File: src/rtl/trisc_acc_pkg.sv
// Shared definitions for the TRISC accumulator control path.
//   op_e      : accumulator instruction opcodes (OP_ILL is the only illegal one)
//   seq_st_e  : acc_seq FSM states
//   CNT_W_DEF : default width of the repeat-count field
package trisc_acc_pkg;

  localparam int CNT_W_DEF = 4;

  typedef enum logic [2:0] {
    OP_NOP  = 3'd0,
    OP_CLR  = 3'd1,
    OP_LDA  = 3'd2,
    OP_LDB  = 3'd3,
    OP_INCN = 3'd4,
    OP_LDAI = 3'd5,
    OP_CLRI = 3'd6,
    OP_ILL  = 3'd7
  } op_e;

  typedef enum logic [1:0] {
    IDLE  = 2'd0,
    FIRST = 2'd1,
    REP   = 2'd2,
    FIN   = 2'd3
  } seq_st_e;

  // Opcodes that begin with a single clear/load cycle.
  function automatic logic has_first(op_e op);
    return (op == OP_CLR) || (op == OP_LDA) || (op == OP_LDB) ||
           (op == OP_LDAI) || (op == OP_CLRI);
  endfunction

endpackage

File: src/rtl/acc_seq_rep_cnt.sv
// rep_cnt: loadable down-counter for the sequencer's inc repeat phase.
//   clk, rst_n : clock, synchronous active-low reset
//   load, d    : load d (takes priority over dec)
//   dec        : decrement by one
//   last       : counter currently holds 1
module rep_cnt #(
  parameter int CNT_W = trisc_acc_pkg::CNT_W_DEF
) (
  input  logic             clk,
  input  logic             rst_n,
  input  logic             load,
  input  logic             dec,
  input  logic [CNT_W-1:0] d,
  output logic             last
);

  logic [CNT_W-1:0] q;

  always_ff @(posedge clk) begin
    if (!rst_n)    q <= '0;
    else if (load) q <= d;
    else if (dec)  q <= q - 1'b1;
  end

  assign last = (q == CNT_W'(1));

endmodule

File: src/rtl/acc_seq.sv
// acc_seq: expands one accumulator instruction at a time into clear/load/inc/AB
// strobes, then pulses done (and err for the illegal opcode).
//   clk, rst_n               : clock, synchronous active-low reset
//   instr_valid/instr_ready  : instruction handshake; opcode/count sampled on accept
//   clear, load, inc, AB     : accumulator control strobes (registered)
//   busy, done, err          : status (registered)
module acc_seq
  import trisc_acc_pkg::*;
#(
  parameter int CNT_W = CNT_W_DEF
) (
  input  logic             clk,
  input  logic             rst_n,
  input  logic             instr_valid,
  output logic             instr_ready,
  input  logic [2:0]       opcode,
  input  logic [CNT_W-1:0] count,
  output logic             clear,
  output logic             load,
  output logic             inc,
  output logic             AB,
  output logic             busy,
  output logic             done,
  output logic             err
);

  seq_st_e st, nxt;
  op_e     op_in;
  logic    rep_q;     // FIRST is followed by a repeat phase
  logic    cnt_ld, cnt_dec, cnt_last;
  logic    acc;

  assign op_in = op_e'(opcode);
  assign acc   = (st == IDLE) && instr_valid;

  rep_cnt #(.CNT_W(CNT_W)) u_rep_cnt (
    .clk  (clk),
    .rst_n(rst_n),
    .load (cnt_ld),
    .dec  (cnt_dec),
    .d    (count),
    .last (cnt_last)
  );

  always_comb begin
    nxt     = st;
    cnt_ld  = 1'b0;
    cnt_dec = 1'b0;
    case (st)
      IDLE: if (instr_valid) begin
        cnt_ld = 1'b1;
        if (has_first(op_in))                        nxt = FIRST;
        else if (op_in == OP_INCN && count != '0)    nxt = REP;
        else                                         nxt = FIN;
      end
      FIRST: nxt = rep_q ? REP : FIN;
      REP: begin
        if (cnt_last) nxt = FIN;
        else          cnt_dec = 1'b1;
      end
      FIN:     nxt = IDLE;
      default: nxt = IDLE;
    endcase
  end

  // Outputs are registered from the next state, so each strobe lines up with
  // the state it belongs to. FIRST and the illegal-opcode FIN are only ever
  // entered straight from IDLE, so the live opcode is the accepted one.
  always_ff @(posedge clk) begin
    if (!rst_n) begin
      st    <= IDLE;
      rep_q <= 1'b0;
      clear <= 1'b0;
      load  <= 1'b0;
      inc   <= 1'b0;
      AB    <= 1'b0;
      busy  <= 1'b0;
      done  <= 1'b0;
      err   <= 1'b0;
    end else begin
      st    <= nxt;
      if (acc)
        rep_q <= (op_in == OP_LDAI || op_in == OP_CLRI) && (count != '0);
      clear <= (nxt == FIRST) && (op_in == OP_CLR || op_in == OP_CLRI);
      load  <= (nxt == FIRST) && (op_in == OP_LDA || op_in == OP_LDB || op_in == OP_LDAI);
      AB    <= (nxt == FIRST) && (op_in == OP_LDB);
      inc   <= (nxt == REP);
      busy  <= (nxt != IDLE);
      done  <= (nxt == FIN);
      err   <= acc && (nxt == FIN) && (op_in == OP_ILL);
    end
  end

  assign instr_ready = ~busy;

endmodule

File: config.mk
export PLATFORM = sky130hd
export DESIGN_NAME = acc_seq
export DESIGN_NICKNAME = d
export VERILOG_FILES = /design/src/rtl/trisc_acc_pkg.sv /design/src/rtl/acc_seq_rep_cnt.sv /design/src/rtl/acc_seq.sv
export SDC_FILE = /design/constraint.sdc
export NUM_CORES = 1
export LEC_CHECK = 0
export BUFFER_PORTS_ARGS = -buffer_cell sky130_fd_sc_hd__buf_2
export CAP_MARGIN = 20
export CORE_MARGIN = 3
export CORE_UTILIZATION = 40
export CTS_BUF_LIST = sky130_fd_sc_hd__clkbuf_2
export DETAILED_ROUTE_END_ITERATION = 10
export PLACE_DENSITY_LB_ADDON = 0.08
export SKIP_LAST_GASP = 1
export SYNTH_ARGS = -nofsm -noshare
export SYNTH_HDL_FRONTEND = slang
export SYNTH_SLANG_ARGS = --single-unit
File: constraint.sdc
create_clock -name clk -period 2.3 [get_ports clk]
set_clock_uncertainty 0.05 [all_clocks]
set_input_delay 0.46 -clock clk [delete_from_list [all_inputs] [get_ports clk]]
set_output_delay 0.46 -clock clk [all_outputs]
set_load 0.01 [all_outputs]
=== Word-level counts from Yosys, hierarchy flattened ===
Cells that the tools add are included.

* Output and inout port bits: 8
* Latch bits: 0
* Register bits after elaboration: 14
* Word-level logic and storage cells: 58
* Memory bits (read-only): 0
* Memories kept: 0
* Memory bits (writable): 0

* Multiplexer cells: 12
* Reductions and logical operators: 20
* Add/subtract/negate cells: 1
* $mul: 0
* Equality and inequality tests: 14
* Shift-type cells: 0
* Divide/modulo/power cells: 0
* Magnitude comparators: 0
* Bitwise logic cells: 1

{| class="wikitable"
|+ Operators with widths
! operator !! count
|-
| 3-bit equality test (second input constant) || 4
|-
| 2-bit equality test (second input constant) || 4
|-
| 1-bit logical AND || 8
|-
| 1-bit logical OR || 8
|-
| 4-bit two-way mux || 2
|-
| 2-bit one-hot mux with 4 select lines || 1
|-
| 3-bit by 2-bit equality test with 1-bit output (second input constant) || 2
|-
| 1-bit two-way mux || 6
|-
| 2-bit two-way mux || 3
|-
| 2-bit by 1-bit equality test with 1-bit output (second input constant) || 2
|-
| 4-bit by 1-bit equality test with 1-bit output (second input constant) || 1
|-
| 2-bit nonzero test || 2
|-
| 4-bit nonzero test || 1
|-
| 4-bit by 1-bit subtractor with 4-bit output (second input constant) || 1
|-
| 3-bit by 1-bit equality test with 1-bit output (second input constant) || 1
|-
| 2-bit logical NOT || 1
|-
| 1-bit inverter || 1
|}

=== Logic depth before layout (Yosys ltp) ===
* Word-level depth: 11
* Mapped depth: 6
* Mapped depth without buffers: 5

=== Cells and area by module ===
A second synthesis with hierarchy kept.

* Cell total of the unflattened synthesis: 80
* Area, all modules: 760.7 sq um

{| class="wikitable"
|+ By module, submodules not included
! module !! cells each !! seq. area each (sq um) !! instances !! area an instance (sq um)
|-
| acc_seq || 54 || 200.2 || 1 || 523.0
|-
| rep_cnt || 26 || 80.1 || 1 || 237.7
|}

=== Least setup slack after synthesis ===
No wires, ideal clock.

* Kind: register -> register
* From: register st[0]
* To: register load
* Data arrival time: 1456 ps
* Slack: 646 ps
* Clock period less this slack: 1654 ps
* Stages on the path, launching flop included: 6
* Path buffers: 0
* Path through: dfxtp_1 -> inv_1 -> ha_1 -> and4bb_2 -> o311ai_2 -> a221oi_1

* Longest elaborated chain between the ends: 4
* Elaborated cells on any way between the ends: 9
* Classes of those cells: 4 x eq/ne; 3 x mux; 2 x reduce/logical

{| class="wikitable"
|+ Ends and longest elaborated chain
! what !! RTL line !! RTL
|-
| start: declaration || acc_seq.sv:27 || <nowiki>seq_st_e st, nxt;</nowiki>
|-
| start signal: assignment || acc_seq.sv:81 || <nowiki>st <= nxt;</nowiki>
|-
| 2-bit equality test, or another cell as far along || acc_seq.sv:49 || <nowiki>case (st)</nowiki>
|-
| 2-bit one-hot mux with 4 select lines * || acc_seq.sv:49 ||
|-
| 2-bit by 1-bit equality test with 1-bit output * || acc_seq.sv:85 || <nowiki>load <= (nxt == FIRST) && (op_in == OP_LDA || op_in == OP_LDB || op_in == OP_LDAI);</nowiki>
|-
| 1-bit logical AND * || acc_seq.sv:85 ||
|-
| end signal: assignment || acc_seq.sv:85 ||
|-
| end: declaration || acc_seq.sv:19 || <nowiki>output logic load,</nowiki>
|}

Every way passes the cells marked *; elsewhere a longest branch is shown, timed or not.
A chain may end at the register's enable or synchronous reset.

=== Worst setup path in the final report ===
Ends and elaborated chain as after synthesis.

==> run_results.csv <==
group,metric,value,unit
drt,totalWireLength,1650,um
clock_tree,htree_num_levels,1,
drt,wl_met2,812,um
sta,setup_violations,0,
sta,worst_pin_slew,0.450,ns
grt,grt_pass1_vias,664,
min_path,hold_class,"input pin to register",
yosys,ys_seq_area_share,34.4,%
setup_path,required,2.39,ns
layout,syn2layout_area_growth,14.6,%
layout,diodes,0,
drt,route.antenna.remaining_nets,0,
grt,grt_use_total,14.7,%
grt,antenna_found_initial,0,
sta,drv_slew,0,
grt,grt_max_degree,11,
yosys,async_reset_ff_share,0,%
grt,grt_pass1_wl,2880,um
sta,min_period,1.84,ns
die,dieWidth,51.1,um
layout,multi_input_area,488,um^2
yosys,ys_types,40,
layout,finalNetCount,124,
sta,slew_headroom,70.0,%
sta,fmax,543,MHz
clock_tree,path_clk_slew,0.14,ns
drt,dr_total_vias,708,
clock_tree,ctsResizeCount,0,
clock_tree,cts_tree,"built",
layout,regArea,280,um^2
yosys,syn_nets,106,
setup_path,arrival,1.93,ns
drt,via_per_inst,5.36,
place,place_area,915,um^2
setup_path,crit_chain,"inv_1 > ha_1 > and4bb_2 > o311ai_2 > a221oi_1",
power_and_ir_drop,power_density,1140,nW/um^2
setup_path,critical_path_buf_inv_count,1,
clock_tree,root_buffer,"clkbuf_2",
layout,layout-drive-gt1-share,25.2,%
setup_path,crit_path_max_incr_delay,0.46,ns
power_and_ir_drop,p_leak,0.000405,uW
power_and_ir_drop,ir_drop,0.545,mV
yosys,synth_area,815,um^2
outcome,status,"finished, final reports clean",
layout,finalInstanceArea,933,um^2
clock_tree,cts_setup_buffers,0,
clock_tree,clock_tree.buffer_depth,2,
setup_path,crit_family,"compound AO/OA/AOI/OAI gates",
setup_path,startpoint_type,"register",
setup_path,worst-path-max-fanout,8,
clock_tree,cts_buffers,3,
die,core,1820,um^2
sta,grt_setup_unrepaired,"no",
drt,wl_met1,771,um
yosys,synth_area_per_cell,9.05,um^2
setup_path,end_kind,"register",
drt,drt_iter0_markers,4,
drt,dr.pass1.iters,2,
drt,dr.max_layer_used,"met4",
yosys,ys.flop_type,"dfxtp_1",
flow_run,max_cap_violations,0,
die,io_pins,18,
yosys,synth_warnings,0,
setup_path,crit_slowest_cell,"o311ai_2",
clock_tree,ctsHoldBuffers,0,
yosys,synth_edf_count,0,
die,die_h,51.1,um
place,place_congestion,0.742,
sta,min_period_over_period,80.1,%
yosys,ys_ff_latch,14,
place,dpl.hpwl,1300,um
sta,hold_violations,0,
clock_tree,clkSinkCount,14,
sta,holdWs,0.373,ns
yosys,synthCells,90,
drt,drc,0,
drt,wl_met3,58,um
place,io_buffers,17,
die,die-area,2610,um^2
grt,gr-total-overflow,0,
layout,fillCellCount,190,
die,start_util,44.7,%
sta,setup-tns-final,0,ns
die,row_count,15,
drt,avgRoutedWirePerCell,12.5,um
clock_tree,clkLatencyLatePin,0.27,ns
setup_path,crit_type,"register to register",
==> where the power goes <==
part / total (uW) / internal [uW] / switching, uW
clock network: 117 / 37.8 / 78.9
logic: 563 / 238 / 326
registers: 381 / 326 / 55.4
==> flip-flops by register name, summed over array words and instances, names as in the netlist <==
register     cells
clear            1
st               2
u_rep_cnt.q      4
AB               1
load             1
busy             1
rep_q            1
err              1
inc              1
done             1
==> area by class of cell <==
class,count,area share (%)
clock buffer,3,1.61
timing repair buffer,17,9.12
inverter,8,3.22
tap,25,3.35
sequential,14,30.0
clock inverter,1,0.402
multi-input combinational,64,52.3
==> cells in the final DEF, fill, tap and decap left out, drive strengths merged, types with 2 or more instances in the layout <==
master / instances
nand3: 3
a211oi: 2
nand4: 2
ha: 6
nor2: 2
nor2b: 2
and2: 2
a211o: 2
dfxtp: 14
clkbuf: 3
or3b: 2
buf: 17
a21oi: 6
inv: 8
and3b: 2
o211ai: 3
o21ai: 3
nand2: 6
==> cell families (layout without fill, tap and decap cells) <==
family / Yosys count / in the layout / synth area share, %
simple gates: 32 / 32 / 26.0
xor+xnor: 1 / 1 / 1.08
fa+ha+maj: 6 / 6 / 9.22
compound gates: 24 / 24 / 22.4
flops: 14 / 14 / 34.4
buf+inv: 12 / 29 / 5.68
mux: 1 / 1 / 1.23
==> Yosys cell counts, types with 2 or more instances <==
cell type	instances	area share, %
nor2b_1	2	1.5
inv_1	8	3.7
nor2_1	2	0.92
a21oi_1	6	3.7
nand4_1	2	1.5
nand3_1	3	1.8
dfxtp_1	14	34
a211o_1	2	2.2
a211oi_1	2	1.8
and3b_1	2	2.2
nand2_1	6	2.8
clkbuf_1	3	1.4
o21ai_0	3	1.8
o211ai_1	3	2.8
ha_1	6	9.2
and2_1	2	1.5
==> through the flow <==
stage | setup slack, ns | power (uW) | util [%] | instances
2_1_floorplan | 0.646 | 801 | - | 90
3_3_place_gp | 0.533 | 949 | 50.2 | 128
3_5_place_dp | 0.490 | 950 | 50.2 | 128
4_1_cts | 0.445 | 1070 | 51.3 | 132
5_1_grt | 0.338 | 1160 | 51.3 | 132
6_report | 0.459 | 1060 | 51.3 | 132
==> path summary, 6_finish.rpt <==
path | startpoint | slack (ns) | depth (start not counted) | end
setup / recovery | st[0]$_SDFF_PN0_ | 0.46 | 5 | load$_SDFF_PN0_
hold / removal | opcode[2] | 0.37 | 2 | AB$_SDFF_PN0_
setup reg to reg | st[0]$_SDFF_PN0_ | 0.46 | 5 | load$_SDFF_PN0_
hold reg to reg | rep_q$_SDFFE_PN0P_ | 0.43 | 2 | rep_q$_SDFFE_PN0P_
==> per-layer routing <==
metal  vias up  track usage [%]
met5         -                0
met4         0             6.73
met3         2             3.79
met2         8             24.9
met1       332             17.1
li1        366                -
No activity file was read; power rests on OpenSTA's default activity.
